## config.mk

```make
export PLATFORM = sky130hd
export DESIGN_NAME = uart_apb_sequencer
export DESIGN_NICKNAME = d
export VERILOG_FILES = /design/src/rtl/uart_apb_sequencer.sv
export SDC_FILE = /design/constraint.sdc
export NUM_CORES = 1
export LEC_CHECK = 0
export CORE_UTILIZATION = 40
export DETAILED_ROUTE_END_ITERATION = 16
export DONT_BUFFER_PORTS = 1
export PLACE_DENSITY = 0.59
export SLEW_MARGIN = 20
export SYNTH_ARGS = -nofsm -noshare
export SYNTH_HDL_FRONTEND = slang
export SYNTH_SLANG_ARGS = --single-unit
export TNS_END_PERCENT = 1
```

## constraint.sdc

```tcl
create_clock -name PCLK -period 4.25 [get_ports PCLK]
set_input_delay 0.2125 -clock PCLK [delete_from_list [all_inputs] [get_ports PCLK]]
set_output_delay 0.2125 -clock PCLK [all_outputs]
set_load 0.005 [all_outputs]
```

## src/rtl/uart_apb_sequencer.sv

```systemverilog
// ---------------------------------------------------------------------------
// uart_apb_sequencer
//
// APB3 master that owns a single CoreUARTapb slave. After reset it writes the
// baud/format registers (CTRL1, CTRL2, CTRL3). It then polls STATUS in a loop:
//   - a received byte is drained into a 1-deep rx buffer (rx_data/rx_valid);
//   - otherwise a pending TX byte from one of NREQ requesters is written,
//     with requesters chosen round-robin.
// RX is chosen over TX so that the UART receive holding register never
// overflows while TX traffic is waiting.
//
// Handshakes:
//   rx_valid/rx_ready : a byte moves when rx_valid & rx_ready are both high
//                       on a rising edge. rx_valid stays high and rx_data
//                       stays stable until that edge.
//   tx_req/tx_ack     : tx_req[i] is a level, held with stable tx_data until
//                       tx_ack[i] pulses for one cycle. That pulse is in the
//                       cycle in which the APB write of the byte completes.
//
// Ports:
//   PCLK, PRESET          clock, asynchronous active-high reset
//   PADDR/PSEL/PENABLE/
//   PWRITE/PWDATA         APB master request (all registered)
//   PRDATA/PREADY/PSLVERR APB slave response
//   cfg_start             re-run the config writes (taken in POLL_S only)
//   cfg_done              high after the config writes complete
//   tx_req/tx_data/tx_ack TX requesters
//   rx_data/rx_valid/
//   rx_ready              received byte buffer
//   err_flags/err_clr     sticky {PSLVERR, FRAMING, OVERFLOW, PARITY}
//   dbg_state             current FSM state
// ---------------------------------------------------------------------------
module uart_apb_sequencer #(
    parameter int          NREQ       = 2,
    parameter logic [12:0] BAUD_VAL   = 13'd1,
    parameter logic [2:0]  BAUD_FRAC  = 3'd0,
    parameter bit          BIT8       = 1'b1,
    parameter bit          PARITY_EN  = 1'b0,
    parameter bit          ODD_N_EVEN = 1'b0
) (
    input  logic              PCLK,
    input  logic              PRESET,
    output logic [4:0]        PADDR,
    output logic              PSEL,
    output logic              PENABLE,
    output logic              PWRITE,
    output logic [7:0]        PWDATA,
    input  logic [7:0]        PRDATA,
    input  logic              PREADY,
    input  logic              PSLVERR,
    input  logic              cfg_start,
    output logic              cfg_done,
    input  logic [NREQ-1:0]   tx_req,
    input  logic [8*NREQ-1:0] tx_data,
    output logic [NREQ-1:0]   tx_ack,
    output logic [7:0]        rx_data,
    output logic              rx_valid,
    input  logic              rx_ready,
    output logic [3:0]        err_flags,
    input  logic              err_clr,
    output logic [3:0]        dbg_state
);

    localparam int PW = (NREQ > 1) ? $clog2(NREQ) : 1;

    localparam logic [4:0] A_TX     = 5'h00;
    localparam logic [4:0] A_RX     = 5'h04;
    localparam logic [4:0] A_CTRL1  = 5'h08;
    localparam logic [4:0] A_CTRL2  = 5'h0C;
    localparam logic [4:0] A_STATUS = 5'h10;
    localparam logic [4:0] A_CTRL3  = 5'h14;

    localparam logic [7:0] CTRL1_VAL = BAUD_VAL[7:0];
    localparam logic [7:0] CTRL2_VAL = {BAUD_VAL[12:8], ODD_N_EVEN, PARITY_EN, BIT8};
    localparam logic [7:0] CTRL3_VAL = {5'b0, BAUD_FRAC};

    // x_S = SETUP phase on the bus, x_A = ACCESS phase on the bus.
    typedef enum logic [3:0] {
        C1_S   = 4'd0,
        C1_A   = 4'd1,
        C2_S   = 4'd2,
        C2_A   = 4'd3,
        C3_S   = 4'd4,
        C3_A   = 4'd5,
        POLL_S = 4'd6,
        POLL_A = 4'd7,
        RX_S   = 4'd8,
        RX_A   = 4'd9,
        TX_S   = 4'd10,
        TX_A   = 4'd11
    } state_t;

    state_t          r_state;
    logic [PW-1:0]   r_ptr;
    logic [PW-1:0]   r_grant;

    logic            w_done;
    logic            w_found;
    logic [PW-1:0]   w_idx;
    logic [PW-1:0]   w_grant;
    logic [PW-1:0]   w_ptr_next;
    logic [7:0]      w_tx_byte;
    logic [3:0]      w_err_set;

    assign dbg_state = r_state;
    assign w_done    = PENABLE & PREADY;

    // First requester at or after the round-robin pointer.
    always_comb begin
        w_found = 1'b0;
        w_grant = '0;
        w_idx   = '0;
        for (int i = 0; i < NREQ; i++) begin
            w_idx = PW'((int'(r_ptr) + i) % NREQ);
            if (!w_found && tx_req[w_idx]) begin
                w_found = 1'b1;
                w_grant = w_idx;
            end
        end
    end

    assign w_tx_byte  = tx_data[{w_grant, 3'b000} +: 8];
    assign w_ptr_next = PW'((int'(r_grant) + 1) % NREQ);

    // The ack must land in the completion cycle itself, so it decodes PREADY
    // directly rather than waiting for a register.
    always_comb begin
        tx_ack = '0;
        if (r_state == TX_A && PREADY) begin
            tx_ack = NREQ'(1) << r_grant;
        end
    end

    // Error bits collected on this edge; STATUS bits only count on a poll.
    always_comb begin
        w_err_set = 4'b0;
        if (w_done) begin
            w_err_set[3] = PSLVERR;
            if (r_state == POLL_A) begin
                w_err_set[2:0] = PRDATA[4:2];
            end
        end
    end

    // Put a new SETUP phase on the bus.
    task automatic start_setup(input state_t s, input logic [4:0] a,
                               input logic w, input logic [7:0] d);
        r_state <= s;
        PSEL    <= 1'b1;
        PENABLE <= 1'b0;
        PADDR   <= a;
        PWRITE  <= w;
        PWDATA  <= d;
    endtask

    always_ff @(posedge PCLK or posedge PRESET) begin
        if (PRESET) begin
            r_state   <= C1_S;
            r_ptr     <= '0;
            r_grant   <= '0;
            PSEL      <= 1'b0;
            PENABLE   <= 1'b0;
            PADDR     <= 5'h00;
            PWRITE    <= 1'b0;
            PWDATA    <= 8'h00;
            cfg_done  <= 1'b0;
            rx_data   <= 8'h00;
            rx_valid  <= 1'b0;
            err_flags <= 4'b0;
        end else begin
            // A clear and a set on the same edge: the set survives.
            err_flags <= (err_clr ? 4'b0 : err_flags) | w_err_set;

            if (rx_valid && rx_ready) begin
                rx_valid <= 1'b0;
            end

            case (r_state)
                // C1_S is also entered with the bus idle (after reset or a
                // cfg_start); in that case this cycle just raises SETUP.
                C1_S: begin
                    if (!PSEL) begin
                        start_setup(C1_S, A_CTRL1, 1'b1, CTRL1_VAL);
                    end else begin
                        PENABLE <= 1'b1;
                        r_state <= C1_A;
                    end
                end
                C1_A: if (w_done) start_setup(C2_S, A_CTRL2, 1'b1, CTRL2_VAL);
                C2_S: begin
                    PENABLE <= 1'b1;
                    r_state <= C2_A;
                end
                C2_A: if (w_done) start_setup(C3_S, A_CTRL3, 1'b1, CTRL3_VAL);
                C3_S: begin
                    PENABLE <= 1'b1;
                    r_state <= C3_A;
                end
                C3_A: begin
                    if (w_done) begin
                        cfg_done <= 1'b1;
                        start_setup(POLL_S, A_STATUS, 1'b0, 8'h00);
                    end
                end
                POLL_S: begin
                    if (cfg_start) begin
                        cfg_done <= 1'b0;
                        r_state  <= C1_S;
                        PSEL     <= 1'b0;
                        PENABLE  <= 1'b0;
                        PADDR    <= 5'h00;
                        PWRITE   <= 1'b0;
                        PWDATA   <= 8'h00;
                    end else begin
                        PENABLE <= 1'b1;
                        r_state <= POLL_A;
                    end
                end
                POLL_A: begin
                    if (w_done) begin
                        // A read is only issued into an empty buffer, so the
                        // RX load can never collide with a consumer handshake.
                        if (PRDATA[1] && !rx_valid) begin
                            start_setup(RX_S, A_RX, 1'b0, 8'h00);
                        end else if (PRDATA[0] && w_found) begin
                            r_grant <= w_grant;
                            start_setup(TX_S, A_TX, 1'b1, w_tx_byte);
                        end else begin
                            start_setup(POLL_S, A_STATUS, 1'b0, 8'h00);
                        end
                    end
                end
                RX_S: begin
                    PENABLE <= 1'b1;
                    r_state <= RX_A;
                end
                RX_A: begin
                    if (w_done) begin
                        rx_data  <= PRDATA;
                        rx_valid <= 1'b1;
                        start_setup(POLL_S, A_STATUS, 1'b0, 8'h00);
                    end
                end
                TX_S: begin
                    PENABLE <= 1'b1;
                    r_state <= TX_A;
                end
                TX_A: begin
                    if (w_done) begin
                        r_ptr <= w_ptr_next;
                        start_setup(POLL_S, A_STATUS, 1'b0, 8'h00);
                    end
                end
                default: begin
                    r_state <= C1_S;
                    PSEL    <= 1'b0;
                    PENABLE <= 1'b0;
                end
            endcase
        end
    end

endmodule

```

# ---- Yosys cells after proc, flatten, opt, wreduce, memory -nomap -nowiden
# Index checks and enable logic that the tools add are counted.
dict set report word_totals {
  word_cells 123
  ff_bits 36
}
dict set report op_classes {
  n_eq_ne 21
  bitwise 4
  n_reduce_logical 26
  add_sub_neg 2
  order_cmp 2
  mux 54
  shift 2
}
# op n
set op_table {}
lappend op_table {{8-bit two-way mux} 7}
lappend op_table {{5-bit two-way mux} 8}
lappend op_table {{4-bit one-hot mux with 10 select lines} 1}
lappend op_table {{8-bit one-hot mux with 5 select lines} 1}
lappend op_table {{4-bit two-way mux} 8}
lappend op_table {{5-bit one-hot mux with 6 select lines} 1}
lappend op_table {{1-bit two-way mux} 21}
lappend op_table {{4-bit by 3-bit == test with 1-bit output (second input constant)} 4}
lappend op_table {{4-bit == test (second input constant)} 4}
lappend op_table {{16-bit by 5-bit indexed part select with 8-bit output} 1}
lappend op_table {{2-bit != test (second input constant)} 6}
lappend op_table {{6-bit AND reduction} 2}
lappend op_table {{5-bit nonzero test} 2}
lappend op_table {{4-bit by 2-bit == test with 1-bit output (second input constant)} 2}
lappend op_table {{2-bit by 1-bit != test with 1-bit output (second input constant)} 4}
lappend op_table {{1-bit one-hot mux with 4 select lines} 2}
lappend op_table {{4-bit AND reduction} 2}
lappend op_table {{4-bit OR reduction} 2}
lappend op_table {{7-bit AND reduction} 1}
lappend op_table {{3-bit two-way mux} 2}
lappend op_table {{3-bit AND reduction} 2}
lappend op_table {{6-bit nonzero test} 1}
lappend op_table {{6-bit OR reduction} 1}
lappend op_table {{1-bit logical AND} 5}
lappend op_table {{other kinds (16)} 21}

# ---- Longest topological paths before layout
dict set report depth {
  depth_word 11
  depth_mapped 6
}

# ---- Worst setup path before layout
# No wires, ideal clock.
dict set report synth_timing {
  path_type {reg2reg}
  from {reg r_state[1], in the netlist dbg_state[1]}
  to {reg PADDR[2]}
  setup_time_ps 125
  stages_incl_launch_ff 6
  path_slack_ps 2443
  n_path_buf 1
  t_arrival_ps 1682
  path_cell_list {dfrtp_1 or4_1 a21oi_2 a21o_4 buf_12 mux2_4}
}
dict set report synth_between {
  elab_chain_cells 4
  elab_cells_between_ends 18
  classes_between {eq/ne: 13; mux: 1; reduce/logical: 4}
}
# item line
set synth_lines {}
lappend synth_lines {{start: declaration} 93} ;# state_t r_state;
lappend synth_lines {{start signal: assignment} 158} ;# r_state <= C1_S;
lappend synth_lines {{start signal: assignment} 186} ;# r_state <= C1_A;
lappend synth_lines {{start signal: assignment} 192} ;# r_state <= C2_A;
lappend synth_lines {{4-bit == test or 4-bit by 3-bit == test with 1-bit output (tied branches)} 178} ;# case (r_state)
lappend synth_lines {{3-bit OR reduction (no line)} -}
lappend synth_lines {{6-bit nonzero test (no line) or 2-bit by 1-bit != test with 1-bit output (tied branches)} -}
lappend synth_lines {{7-bit AND reduction (no line)} -}
lappend synth_lines {{end signal: assignment} 163} ;# PADDR <= 5'h00;
lappend synth_lines {{end signal: assignment} 211} ;# PADDR <= 5'h00;
lappend synth_lines {{end: declaration} 43} ;# output logic [4:0] PADDR,
# Several ways; a longest one is shown, not always the timed one.
# A chain may end at the register's enable or synchronous reset.

# ---- Worst setup path after layout
dict set report layout_timing {
  from {reg r_state[1], in the netlist dbg_state[1]}
  to {reg PWDATA[5]}
}
dict set report layout_between {
  elab_chain_cells 4
  elab_cells_between_ends 17
  classes_between {eq/ne: 12; mux: 1; reduce/logical: 4}
}
# item line
set layout_lines {}
lappend layout_lines {{4-bit == test, or another cell as far along} 178}
lappend layout_lines {{4-bit OR reduction (no line)} -}
lappend layout_lines {{5-bit nonzero test (no line) or 2-bit by 1-bit != test with 1-bit output (tied branches)} -}
lappend layout_lines {{6-bit AND reduction (no line)} -}
lappend layout_lines {{end signal: assignment} 165} ;# PWDATA <= 8'h00;
lappend layout_lines {{end signal: assignment} 213} ;# PWDATA <= 8'h00;
lappend layout_lines {{end: declaration} 47} ;# output logic [7:0] PWDATA,
# Several ways; a longest one is shown, not always the timed one.

==> flow_summary.ini <==
[outcome]
outcome = completed

[timing]
min_period_ns = 2.04
max_freq_mhz = 489
finalMaxSlewViolations = 0
hold_violations = 0
clock_skew_ns = 0.00251
whs_ns = 0.0146
fin_crit_sh_pct = 48.1
tightestPinTransition_ns = 0.817
grt_setup_unrepaired = no
layout_setup_ws_ns = 2.21
max-slew-margin-rel_pct = 45.4
setup_tns_ns = 0
setup_viol = 0

[global_routing]
grt_max_degree = 35
grt_usage_pct = 17.9
grt_pass1_wl_microns = 6640
antenna_found_initial = 0
grt_pass1_vias = 1275
grt_overflow_total = 0

[layout]
drive_gt1_share_pct = 11.2
nFillCells = 418
post-route-util_pct = 44.4
nNetsFinal = 211
seqCellArea_sq_um = 851
final_area_sq_mm = 0.00193
diodes = 0
final_cells = 231
multi_input_area_sq_um = 841
syn_to_final_growth_pct = 7.14

[synth]
synth_edf_count = 0
synth_compound_area_share_pct = 15.7
yosys_warnings = 0
synth_seq_cells = 34
synth-xor-area-share_pct = 0
synth_seq_area_share_pct = 47.1
synth_area_sq_mm = 0.00181
synthAdderAreaFrac_pct = 0
synth_ff_type = dfrtp_1
synth.area.top_cells = dfrtp_1, mux2_1, mux2_4, nand3b_1, a21oi_1
yosysUniqueCellTypes = 39
avgSynthCellArea_sq_um = 10.2
synth-simple-area-share_pct = 16.1
yosysTopAreaCell = dfrtp_1
synthCells = 177
synth_common_cells = dfrtp_1, inv_1
synth_top_cell_area_share_pct = 47.1
yosysMostFrequentCell = dfrtp_1
synth_top_family_by_area = simple AND/OR/NAND/NOR gates
synthMuxAreaShare_pct = 14.3
synthArstFlopShare_pct = 100

[setup_path]
arrival_ns = 2.21
slowest_stage = or4_1
endpoint_kind = flip-flop
r2r_slack_ns = 2.21
cp_cell_sequence = or4_1 -> a21oi_2 -> a21o_4 -> mux2_1
timing.critical_path.buf_inv = 0
path_class = flip-flop to flip-flop
reg2reg_to = PWDATA[5]
crit_fanout = 17
path_delay_family = simple AND/OR/NAND/NOR gates
max_stage_delay_ns = 0.60
critPathLaunchType = flip-flop
required_ns = 4.42
reg2reg_from = dbg_state[1]
r2r_cells = 4

[clocking]
h-tree-depth = 2
clk_latency_ns = 0.28
clockBufferDepth = 2
postCtsSetupRepairBufs = 0
cts_sinks = 34
clk_pin_slew_ns = 0.07
cts_tree = built
cts-root-buf = clkbuf_8
cts_made_buffers = 5

[power]
clkPwrFrac_pct = 21.5
power_frac_seq_pct = 48.7
p_sw_share_pct = 37.8
p_switching_uw = 441
powerDensity_mw_per_mm2 = 602
p_int_uw = 724
leakagePower_nw = 0.848
vdd_drop_max_mv = 0.273
combinationalPowerShare_pct = 29.8
totalPowerFinal_mw = 1.16

[die]
rows = 24
num_io_pins = 69
die_h_microns = 69.2
die_x_microns = 69.2
coreArea_sq_mm = 0.00435
die_area_sq_mm = 0.00479
start_util_pct = 41.5

[place]
dpl.cell_count = 220
dpl.hpwl_microns = 3060
post_dp_cell_area_sq_mm = 0.00181
gp_congestion = 0.862
dp_slack_ns = 2.21
portBuffers = 0

[worst_hold_path]
min_from = err_clr
whs_path_depth = 1
min_to = err_flags[0]
hold_path_class = primary input to flip-flop

[drt]
drc = 0
first_pass_iters = 4
route.vias.total = 1317
ant_nets = 0
wl_microns = 4120
drt-vias-per-instance = 5.70
drt-initial-drc-count = 56
wire_per_inst_microns = 17.8

[job]
maxCapViolCount = 0
power groups by stage:
stage | Combinational (mW) | Clock, mW | Sequential (mW)
3_3_place_gp | 0.337 | 0 | 0.570
2_1_floorplan | 0.351 | 0 | 0.505
3_5_place_dp | 0.347 | 0 | 0.573
6_report | 0.347 | 0.251 | 0.567
4_1_cts | 0.349 | 0.257 | 0.568
5_1_grt | 0.389 | 0.274 | 0.582
layer usage:
metal / GRT usage (%) / part of all wire, %
met5: 0 / 0
met4: 5.67 / 0.61
met3: 9.01 / 8.2
met2: 28.0 / 48
met1: 21.4 / 43
cells in the final DEF, fill, tap and decap left out, types with 2 or more instances in the layout:
cell type | Yosys | routed
a21oi_1 | 11 | 11
conb_1 | 1 | 2
and3_1 | 2 | 2
o21ai_1 | 7 | 7
nor2_1 | 11 | 11
nand3_1 | 4 | 4
or3_1 | 3 | 3
o21ai_0 | 10 | 10
and2_1 | 2 | 2
a21o_1 | 2 | 2
dlygate4sd3_1 | 0 | 3
nand2_1 | 11 | 11
nand3b_1 | 9 | 9
nand2b_1 | 4 | 4
a211oi_1 | 2 | 2
mux2_4 | 7 | 7
nor3_1 | 2 | 2
clkbuf_8 | 0 | 6
nor2b_1 | 4 | 4
dfrtp_1 | 34 | 34
mux2_1 | 11 | 11
inv_1 | 12 | 12
mux2i_1 | 3 | 3
cells by family after synthesis:
logic type             count (synthesis)
and+or+nand+nor                       54
AOI/OAI and AO/OA                     44
DFF                                   34
buffers and inverters                 23
muxes                                 21
other                                  1
registers in the layout, indices dropped and copies added, names as in the netlist, 3 cells and up:
register and count:
PWDATA 8, PADDR 3, dbg_state 4, err_flags 4
rx_data 8
how the worst max path moves through the flow:
stage | start | cells past startpoint | slack, ns | endpoint
6_report | dbg_state[1] | 4 | 2.21 | PWDATA[5]
5_1_grt | dbg_state[0] | 3 | 2.12 | rx_data[2]
4_1_cts | dbg_state[1] | 4 | 2.20 | PWDATA[5]
3_5_place_dp | dbg_state[1] | 4 | 2.21 | PWDATA[5]
3_3_place_gp | dbg_state[1] | 4 | 2.26 | PWDATA[6]
2_1_floorplan | dbg_state[1] | 5 | 2.44 | PADDR[2]
repair_timing:
action | 4_1_cts | 5_1_grt
hold buffers | 3 | 0
gates resized for setup | 0 | 0
endpoints found under the hold margin | 36 | 0
layout make-up:
cell class                 instances  share of cell area (%)
tap                               52                    3.36
sequential                        34                    44.0
clock inverter                     2                   0.647
inverter                          12                    2.33
clock buffer                       6                    4.27
multi-input combinational        121                    43.5
timing repair buffer               4                    1.94
No activity file was read; power rests on OpenSTA's default activity.
